--- config.mk ---
export PLATFORM = sky130hd
export DESIGN_NAME = uart_cmd_ctrl
export DESIGN_NICKNAME = d
export VERILOG_FILES = /design/src/rtl/uart_pkg.sv /design/src/rtl/uart_gap_timer.sv /design/src/rtl/uart_cmd_ctrl.sv
export SDC_FILE = /design/constraint.sdc
export NUM_CORES = 1
export LEC_CHECK = 0
export CAP_MARGIN = 10
export CORE_MARGIN = 1
export CORE_UTILIZATION = 50
export CTS_BUF_LIST = sky130_fd_sc_hd__clkbuf_4 sky130_fd_sc_hd__clkbuf_8
export CTS_CLUSTER_DIAMETER = 40
export DETAILED_ROUTE_END_ITERATION = 10
export PLACE_DENSITY = 0.76
export SLEW_MARGIN = 20
export SYNTH_ARGS = -nofsm -noshare
export SYNTH_HDL_FRONTEND = slang
export SYNTH_SLANG_ARGS = --single-unit
--- constraint.sdc ---
create_clock -name clk -period 4.7 [get_ports clk]
set_input_delay 0.47 -clock clk [delete_from_list [all_inputs] [get_ports clk]]
set_output_delay 0.47 -clock clk [all_outputs]
set_load 0.005 [all_outputs]
--- src/rtl/uart_pkg.sv ---
// Shared UART definitions: frame parser state encoding, error causes and
// baud-rate timing helpers used by both the receiver and the command controller.
package uart_pkg;

  typedef enum logic [2:0] {
    IDLE    = 3'd0,
    CMD     = 3'd1,
    LEN     = 3'd2,
    PAYLOAD = 3'd3,
    CHK     = 3'd4,
    HOLD    = 3'd5
  } state_t;

  typedef enum logic [1:0] {
    ERR_OVERRUN = 2'd0,
    ERR_LEN     = 2'd1,
    ERR_CHK     = 2'd2,
    ERR_TIMEOUT = 2'd3
  } err_t;

  localparam logic [7:0] SOF_DEFAULT = 8'hA5;

  localparam int DEFAULT_CLK_FREQ  = 25_000_000;
  localparam int DEFAULT_BAUD_RATE = 9600;

  // Clock cycles per UART bit; the receiver and the gap timer must agree on it.
  function automatic int bit_cycles(input int clk_freq, input int baud_rate);
    return clk_freq / baud_rate;
  endfunction

  localparam int BIT_CYCLES = bit_cycles(DEFAULT_CLK_FREQ, DEFAULT_BAUD_RATE);

endpackage

--- src/rtl/uart_gap_timer.sv ---
// Inter-byte gap watchdog: reloads on every restart, counts down while enabled
// and strobes expire when a full period has passed without a restart.
module uart_gap_timer #(
  parameter int PERIOD = 104_160,
  localparam int W = $clog2(PERIOD)
) (
  input  logic clk,
  input  logic rst_n,
  input  logic restart,
  input  logic enable,
  output logic expire
);

  logic [W-1:0] count;

  always_ff @(posedge clk or negedge rst_n) begin
    if (!rst_n) begin
      count <= '0;
    end else if (restart) begin
      count <= W'(PERIOD - 1);
    end else if (enable && count != '0) begin
      count <= count - 1'b1;
    end
  end

  // A restart in the expiry cycle wins, so a byte arriving just in time still counts.
  assign expire = enable && !restart && (count == '0);

endmodule

--- src/rtl/uart_cmd_ctrl.sv ---
// Frame parser behind the UART receiver: SOF, CMD, LEN, payload, XOR checksum.
// Good frames are held on a valid/ready port; bad or stalled frames raise err_pulse.
module uart_cmd_ctrl
  import uart_pkg::*;
#(
  parameter int         CLK_FREQ      = DEFAULT_CLK_FREQ,
  parameter int         BAUD_RATE     = DEFAULT_BAUD_RATE,
  parameter int         MAX_LEN       = 8,
  parameter int         TIMEOUT_BYTES = 4,
  parameter logic [7:0] SOF_BYTE      = SOF_DEFAULT
) (
  input  logic                 clk,
  input  logic                 rst_n,
  input  logic [7:0]           rx_data,
  input  logic                 rx_ready,
  output logic                 cmd_valid,
  input  logic                 cmd_ready,
  output logic [7:0]           cmd_code,
  output logic [3:0]           cmd_len,
  output logic [8*MAX_LEN-1:0] cmd_payload,
  output logic                 err_pulse,
  output logic [1:0]           err_code,
  output logic                 busy
);

  localparam int GAP_CYCLES = bit_cycles(CLK_FREQ, BAUD_RATE) * 10 * TIMEOUT_BYTES;

  state_t     state;
  logic [7:0] chk;
  logic [3:0] idx;
  logic       timer_en;
  logic       timeout;

  assign timer_en = (state == CMD) || (state == LEN) || (state == PAYLOAD) || (state == CHK);
  assign busy     = (state != IDLE);

  uart_gap_timer #(
    .PERIOD (GAP_CYCLES)
  ) u_gap_timer (
    .clk     (clk),
    .rst_n   (rst_n),
    .restart (rx_ready),
    .enable  (timer_en),
    .expire  (timeout)
  );

  always_ff @(posedge clk or negedge rst_n) begin
    if (!rst_n) begin
      state       <= IDLE;
      cmd_valid   <= 1'b0;
      cmd_code    <= '0;
      cmd_len     <= '0;
      cmd_payload <= '0;
      err_pulse   <= 1'b0;
      err_code    <= '0;
      chk         <= '0;
      idx         <= '0;
    end else begin
      err_pulse <= 1'b0;
      case (state)
        IDLE: begin
          // Clearing here keeps bytes beyond cmd_len zero even after an aborted frame.
          if (rx_ready && rx_data == SOF_BYTE) begin
            cmd_payload <= '0;
            state       <= CMD;
          end
        end
        CMD: begin
          if (rx_ready) begin
            cmd_code <= rx_data;
            chk      <= rx_data;
            state    <= LEN;
          end else if (timeout) begin
            err_pulse <= 1'b1;
            err_code  <= ERR_TIMEOUT;
            state     <= IDLE;
          end
        end
        LEN: begin
          if (rx_ready) begin
            if (rx_data > 8'(MAX_LEN)) begin
              err_pulse <= 1'b1;
              err_code  <= ERR_LEN;
              state     <= IDLE;
            end else begin
              cmd_len <= rx_data[3:0];
              chk     <= chk ^ rx_data;
              idx     <= '0;
              state   <= (rx_data == 8'd0) ? CHK : PAYLOAD;
            end
          end else if (timeout) begin
            err_pulse <= 1'b1;
            err_code  <= ERR_TIMEOUT;
            state     <= IDLE;
          end
        end
        PAYLOAD: begin
          if (rx_ready) begin
            cmd_payload[8*idx +: 8] <= rx_data;
            chk <= chk ^ rx_data;
            idx <= idx + 4'd1;
            if (idx + 4'd1 == cmd_len) state <= CHK;
          end else if (timeout) begin
            err_pulse <= 1'b1;
            err_code  <= ERR_TIMEOUT;
            state     <= IDLE;
          end
        end
        CHK: begin
          if (rx_ready) begin
            if (rx_data == chk) begin
              cmd_valid <= 1'b1;
              state     <= HOLD;
            end else begin
              err_pulse <= 1'b1;
              err_code  <= ERR_CHK;
              state     <= IDLE;
            end
          end else if (timeout) begin
            err_pulse <= 1'b1;
            err_code  <= ERR_TIMEOUT;
            state     <= IDLE;
          end
        end
        HOLD: begin
          if (cmd_ready) begin
            cmd_valid   <= 1'b0;
            cmd_payload <= '0;
            state       <= IDLE;
          end
          // No buffering while holding a command: a new byte is lost and reported.
          if (rx_ready) begin
            err_pulse <= 1'b1;
            err_code  <= ERR_OVERRUN;
          end
        end
        default: state <= IDLE;
      endcase
    end
  end

endmodule
==> flow_summary_export.csv <==
group,metric,value,unit
run_status,status,"finished, final reports clean",
cts,cts_hold_buf,0,
layout,drive_above_1_share,0.0748,
synthesis,ys.flop_type,"dfrtp_1",
cts,htreeDepth,3,
synthesis,synth_cell_type_count,59,
power_and_ir_drop,pwr-share-clk,0.182,
placement,dp_hpwl,8890,um
critical_path,crit_fanout,19,
synthesis,synth_edf_count,0,
critical_path,critical_path_arrival,3.31,ns
synthesis,synthCells,506,
layout,layout.nets,600,
critical_path,critical_path.startpoint,"rx_ready",
critical_path,worstPathRequired,5.00,ns
synthesis,yosys_warnings,0,
critical_path,critPathKind,"input port to flop",
cts,clock-sinks,112,
cts,clock_latency,0.37,ns
placement,io_buffers,92,
power_and_ir_drop,p_switching,1.06,mW
cts,cts-resized-gates,0,
die,row_count,37,
grt,antenna_found_initial,0,
timing,setup_viol,0,
route,routed_wl,12900,um
power_and_ir_drop,p_leak,2.68,nW
power_and_ir_drop,switching_share,0.359,
synthesis,syn_area_per_cell,10.6,sq um
timing,relSlewSlack,0.415,
timing,timing.final.crit_share,0.640,
cts,cts-buffers-inserted,9,
cts,clk_pin_slew,0.12,ns
critical_path,reg2reg_slack,1.90,ns
critical_path,cp_top_family,"simple AND/OR/NAND/NOR gates",
cts,cts_root_buf,"clkbuf_8",
grt,grt_pass1_vias,4051,
placement,gp_congestion,0.865,
critical_path,path_buf_inv,2,
power_and_ir_drop,seq_power_share,0.451,
power_and_ir_drop,p_int,1.90,mW
layout,diodes,0,
timing,slew_viol_final,0,
timing,worst_pin_slew,0.877,ns
route,vias_per_cell,5.97,
grt,grt_pass1_wl,21300,um
critical_path,crit_path_end_kind,"flop",
synthesis,ys_seq_area_frac,0.523,
timing,hold_viol,0,
grt,grt_max_degree,75,
cts,post_cts_buffers,0,
grt,overflow,0,
power_and_ir_drop,ir_drop,0.239,mV
layout,regArea,2800,sq um
route,vias,4323,
critical_path,r2r_start,"idx[0]",
synthesis,synth_top_area_share,0.523,
layout,area_growth,22.1,%
die,start_util,0.517,
synthesis,synth_nets,523,
die,die_x,106,um
die,coreArea,10400,sq um
timing,finClkSkew,0.0151,ns
timing,clock.fmax,332,MHz
layout,multi_input_area,2380,sq um
die,fp.dieH,106,um
synthesis,synth_area,5360,sq um
critical_path,path_cells,"clkdlybuf4s50_1, buf_4, nand3b_1, nor2_1, nand3_1, or3b_2, o2bb2ai_1",
critical_path,slowest_stage,"clkdlybuf4s50_1",
cts,clock_path_buffers,2,
power_and_ir_drop,power,2.96,mW
cts,cts_tree,"built",
route,first_pass_iters,4,
route,drc,0,
synthesis,synth_largest_area_cell,"dfrtp_1",
power_and_ir_drop,powerDensity,453,nW/um^2
die,die_area,11100,sq um
synthesis,synth_seq_cells,112,
layout,n_fill_cell,870,
critical_path,slowest_delay,0.87,ns
power_and_ir_drop,p_comb_frac,0.367,
timing,rsz0062_at_grt,"no",
timing,fin_tns_setup,0,ns
route,dr.first_iter.drc_count,312,
timing,fin_crit,3.01,ns
die,io_pins,93,
critical_path,start_kind,"input port",
grt,track_usage,0.242,
worst_hold_path,min_path_type,"input port to asynchronous set/reset pin",
synthesis,synthArstFlopShare,1.00,
route,wire_per_inst,17.8,um
job,max-cap-violations,0,
synthesis,synth_area_leaders,"dfrtp_1 (52%), a22o_1 (7.5%), nand2_1 (3.5%)",
route,antenna_left,0,
-- power groups by stage --
stage | clock, mW | sequential, mW | combinational (mW)
after floorplan | 0 | 1.30 | 0.661
after global placement | 0 | 1.35 | 1.05
after detailed placement | 0 | 1.35 | 1.08
after CTS | 0.549 | 1.33 | 1.09
after global routing | 0.581 | 1.37 | 1.20
final | 0.540 | 1.34 | 1.09
-- placed cells by master, fill, tap and decap left out, drive strengths merged, types with 5 or more instances in the layout --
cell / instances
or4: 6
clkdlybuf4s50: 91
nor4: 12
clkbuf: 11
a21oi: 8
nor2: 26
xnor2: 20
or3: 6
a211oi: 7
o21ai: 33
inv: 18
o31ai: 7
or2: 6
xor2: 18
nand2b: 19
nand2: 50
ha: 5
o2bb2ai: 5
dfrtp: 112
nor3: 8
a22o: 46
nand3b: 5
nand3: 5
-- synthesized netlist by cell type, drive strengths merged, types with 7 or more instances --
library cell and number:
inv 15, a21oi 8, nand2 50, nand2b 19
clkbuf 23, xor2 18, xnor2 20, nor4 12
a22o 46, dfrtp 112, a211oi 7, o31ai 7
nor2 26, nor3 8, o21ai 33
-- through the flow --
stage               cells  instance area [sq um]  hold slack [ns]  utilization  worst slack [ns]
floorplan             506                   5360            0.174            -              2.10
global placement      707                   6340            0.468        0.611              1.40
detailed placement    707                   6340            0.476        0.611              1.34
CTS                   723                   6520            0.240        0.629              1.71
global route          724                   6540            0.280        0.630              1.51
finish                724                   6540            0.209        0.630              1.69
-- worst paths after layout --
path                              endpoint  cells past startpoint
max                         cmd_payload[9]                      7
min                        cmd_payload[31]                      1
max reg2reg                cmd_payload[38]                      7
min reg2reg                    cmd_code[4]                      2
max in group asynchronous         state[1]                      2
min in group clk               cmd_code[4]                      2
-- registers in the layout, summed over array words and instances, names as in the netlist --
signal             flops
chk                    8
cmd_code               8
cmd_len                4
cmd_payload           64
cmd_valid              1
err_code               2
err_pulse              1
idx                    4
state                  3
u_gap_timer.count     17
-- kinds of logic after synthesis --
| kind of cell | count (synthesis) | share of synthesized area |
|---|---|---|
| compound gates | 140 | 0.195 |
| xor+xnor | 38 | 0.0621 |
| fa+ha+maj | 5 | 0.0117 |
| buf+inv | 44 | 0.0327 |
| flops | 112 | 0.523 |
| mux | 4 | 0.00794 |
| simple gates | 163 | 0.167 |
-- routing by layer --
metal,vias to the layer above,GRT usage,routed length [um]
li1,2014,-,-
met1,2125,0.354,5820
met2,161,0.377,6120
met3,23,0.0297,718
met4,0,0.0784,248
met5,-,0,0
-- area by class of cell --
cell class | count | area share
Sequential cell | 112 | 0.429
Multi-Input combinational cell | 350 | 0.365
Timing Repair Buffer | 95 | 0.144
Clock buffer | 10 | 0.0201
Inverter | 15 | 0.00861
Clock inverter | 6 | 0.00785
Tap cell | 136 | 0.0260
-- worst reg2reg max path: stages (launching register included) --
cell and delay, ns:
dfrtp_1 0.66, inv_1 0.09, ha_1 0.44, or2_2 0.37
a2111oi_0 0.38, o221ai_1 0.29, clkbuf_4 0.27, o31ai_1 0.23
Power figures use the tool's default switching activity.
==> patch 1 (same settings) <==
Encoding of `state_t`: now Gray code (3 bits for 6 states).
--- a/src/rtl/uart_pkg.sv
+++ b/src/rtl/uart_pkg.sv
@@ -3,12 +3,12 @@
 package uart_pkg;
 
   typedef enum logic [2:0] {
-    IDLE    = 3'd0,
-    CMD     = 3'd1,
-    LEN     = 3'd2,
-    PAYLOAD = 3'd3,
-    CHK     = 3'd4,
-    HOLD    = 3'd5
+    IDLE    = 3'b000,
+    CMD     = 3'b001,
+    LEN     = 3'b011,
+    PAYLOAD = 3'b010,
+    CHK     = 3'b110,
+    HOLD    = 3'b111
   } state_t;
 
   typedef enum logic [1:0] {
Formal check against the unedited RTL: same outputs for any inputs over 4 cycles, from zero or initial values and one cycle with rst_n low; so few cycles prove little.
==> patch 1 against the unedited design <==
Power rose by 3.4%; routed wire length shrank 5.0%; count of clock-buffer cells in the layout shrank 1; critical path depth is 1 lower; worst setup slack worse by 0.086 ns; global-route usage down 0.41 points; highest routed layer unchanged; sequential cell count stayed put; clock power is 2% higher; synthesized area shrank 2.4%; core utilization grew 1.1 points; final area shrank 2.4%; first-iteration DRC count down 45%; fmax decreased by 2.8%.
==> patch 1: results <==
set metrics [dict create \
    fin_crit_sh_pct 65.87 \
    fin_skew_ns 0.01363 \
    synth_commonest_cells "112 x dfrtp_1, 59 x nand2_1, 32 x a22o_1, 32 x o2bb2ai_1, 27 x xor2_1" \
    synth_mux_area_share_pct 2.584 \
    ys_async_sr_fraction_pct 100.0 \
    pre_cts_ws_ns 1.261 \
    drtIter0Drc 172 \
    relSlewSlack_pct 41.10 \
    critPathTopFamily "buffers and inverters" \
    crit_fanout 18 \
    critical_path.startpoint "rx_ready" \
    core_area_mm2 0.009955 \
    clk_pin_slew_ns 0.11 \
    place_congestion 0.9032 \
    ys_types 59 \
    layout.non_clock_buffers 93 \
    yosysWarnings 0 \
    critPathCapture "cmd_payload[49]" \
    ys.flop_type "dfrtp_1" \
    placed_area_mm2 0.006192 \
    cts.htree.levels 3 \
    synth_seq_cells 112 \
    p_int_uw 1886 \
    ys_seq_area_share_pct 53.60 \
    synth-xor-area-share_pct 5.528 \
    nMultiInputCombCells 322 \
    r2r-start "idx[0]" \
    ir_drop_mv 0.2131 \
    r2r_end "cmd_payload[36]" \
    rrSetupSlack_ns 2.25 \
    finalWirelength_um 12250 \
    synth.area.top_cells "dfrtp_1 54%, a22o_1 5.4%, o2bb2ai_1 5.4%" \
    num_vias 3946 \
    synth_adder_area_share_pct 0.9572 \
    io_buffers 92 \
    drc 0 \
    layout.nonclk_buf_share_pct 14.51 \
    worstPathArrival_ns 3.40 \
    leakage_uw 0.002671 \
    outcome "finished, final reports clean" \
    cts_resized 0 \
    slowest_delay_ns 0.85 \
    clock_path_buffers 2 \
    register_area_mm2 0.002803 \
    insertion_delay_ns 0.37 \
    grtUsageTotal_pct 23.80 \
    drive_gt1_share_pct 8.664 \
    final-clk-cell-share_pct 2.980 \
    synth_compound_area_share_pct 18.09 \
    nNetsFinal 565 \
    dp_hpwl_um 8304 \
    syn-num-nets 487 \
    inverters 11 \
    multi_input_area_share_pct 35.35 \
    grt_max_degree 74 \
    reg2reg_depth 7 \
    grt_pass1_wl_um 20510 \
    nFillCells 789 \
    grt_pass1_vias 3959 \
]
[patch 1: power groups by stage]
stage          Combinational (uW)  Clock (uW)  Sequential [uW]
5_1_grt                      1330         607             1340
6_report                     1200         552             1310
2_1_floorplan                 830           0             1260
3_3_place_gp                 1170           0             1320
4_1_cts                      1200         568             1310
3_5_place_dp                 1200           0             1330
[patch 1: metal layers]
| layer | share of wire, % | vias to the layer above | wire length [um] | GRT usage (%) |
|---|---|---|---|---|
| met5 | 0 | - | 0 | 0 |
| met4 | 1.1 | 0 | 135 | 6.020 |
| met3 | 6.5 | 9 | 801 | 5.639 |
| met2 | 44 | 128 | 5450 | 35.67 |
| met1 | 48 | 1941 | 5865 | 34.76 |
| li1 | - | 1868 | - | - |
[patch 1: per-stage QoR]
stage	util, %	hold slack [ns]	cells
3_5_place_dp	62.20	0.4727	671
5_1_grt	64.12	0.2783	687
4_1_cts	64.12	0.2418	687
3_3_place_gp	62.20	0.4711	671
2_1_floorplan	-	0.1744	471
6_report	64.12	0.2165	687
==> patch 2 (same flow settings) <==
Made on the original files. The package constant `DEFAULT_CLK_FREQ` goes from 25_000_000 to 6_250_000.
--- a/src/rtl/uart_pkg.sv
+++ b/src/rtl/uart_pkg.sv
@@ -20,7 +20,7 @@
 
   localparam logic [7:0] SOF_DEFAULT = 8'hA5;
 
-  localparam int DEFAULT_CLK_FREQ  = 25_000_000;
+  localparam int DEFAULT_CLK_FREQ  = 6_250_000;
   localparam int DEFAULT_BAUD_RATE = 9600;
 
   // Clock cycles per UART bit; the receiver and the gap timer must agree on it.
Formal check against the unedited RTL: same outputs for any inputs over 4 cycles, from zero or initial values and one cycle with rst_n low; that may be too few to reach the edited logic, so the function may still have changed.
==> patch 2 against the unedited design <==
Synthesized cell count fell by 8.3%; via count shrank 7.1%; sequential cell count is 2 lower; power decreased by 7.4%; routed wire length shrank 2.9%; worst setup slack lost 0.016 ns; global-route usage increased by 0.92 points; final area is 3.7% lower; critical path depth down 1; synthesized area is 5.4% lower; critical path type is now flip-flop to flip-flop; largest cell class unchanged.
==> patch 2: results <==
set metrics [dict create \
    ys_types 51 \
    synth_adder_area_share_pct 1.234 \
    slowest_delay_ns 0.80 \
    wl_per_cell_um 18.26 \
    register_area_mm2 0.002753 \
    r2r_end "cmd_payload[53]" \
    cts_resized 0 \
    reg2reg_depth 6 \
    inverters 10 \
    worstPathArrival_ns 3.34 \
    clk_pin_slew_ns 0.12 \
    placed_area_mm2 0.006087 \
    grt_pass1_wl_um 20230 \
    min_path_type "input pin to async pin" \
    pre_cts_ws_ns 1.516 \
    syn-num-nets 481 \
    crit_fanout 16 \
    reg_top3 "cmd_payload x64, u_gap_timer.count x15" \
    clock-sinks 110 \
    finalWirelength_um 12530 \
    worstSetupPathType "flip-flop to flip-flop" \
    rrSetupSlack_ns 1.67 \
    slowest_stage "nor3_1" \
    critPathCapture "cmd_payload[53]" \
    synth_compound_area_share_pct 18.04 \
    grtUsageTotal_pct 25.13 \
    nNetsFinal 565 \
    drtIter0Drc 204 \
    synth-xor-area-share_pct 5.529 \
    min_period_ns 3.026 \
    syn_to_final_growth_pct 24.19 \
    worst_pin_slew_ns 0.9934 \
    leakage_uw 0.002558 \
    p_int_uw 1667 \
    place_congestion 0.8627 \
    ir_drop_mv 0.2337 \
    antenna_found_initial 0 \
    dieArea_mm2 0.01054 \
    num_vias 4018 \
    nFillCells 828 \
    final-clk-cell-share_pct 3.001 \
    nMultiInputCombCells 321 \
    dp_hpwl_um 8505 \
    drive_gt1_share_pct 7.233 \
    holdWs_ns 0.1672 \
    dr.pass1.iters 5 \
    multi_input_area_mm2 0.002201 \
    num-clock-buffers 9 \
    outcome "finished, final reports clean" \
    synthCells 464 \
    synth_mux_area_share_pct 2.666 \
    fin_skew_ns 0.02361 \
    synth_commonest_cells "110 x dfrtp_1, 46 x nand2_1, 33 x a22o_1" \
    insertion_delay_ns 0.38 \
    ys_seq_area_share_pct 54.31 \
    layout.non_clock_buffers 96 \
    synth.area.top_cells "dfrtp_1 54%, a22o_1 5.7%, o2bb2ai_1 5.5%" \
    placedCellCount 670 \
    grt_max_degree 66 \
    layout.nonclk_buf_share_pct 15.07 \
]
==> patch 2: cell types whose count changed in the layout (fill, tap and decap cells not counted), moves of 4 or more <==
cell,delta
o2bb2ai_1,+27
a22o_1,-13
o21ai_0,-13
mux2_2,+10
a211oi_1,-6
nand2b_1,-6
inv_1,-5
nor3_1,+5
or2_2,-5
xnor2_1,-5
a2111oi_0,-4
nand2_1,-4
nor4_1,-4
or3b_2,-4
==> patch 2: power groups by stage <==
stage	Clock (uW)	Combinational, uW	Sequential, uW
6_report	550	990	1200
4_1_cts	565	979	1200
2_1_floorplan	0	684	1160
3_3_place_gp	0	943	1210
3_5_place_dp	0	974	1220
5_1_grt	601	1090	1220
==> patch 2: routing by layer <==
layer,wire (um),global-route usage [%],up-vias
met5,0,0,-
met4,187,7.033,0
met3,712,5.559,19
met2,6013,40.21,133
met1,5615,34.57,2000
li1,-,-,1866
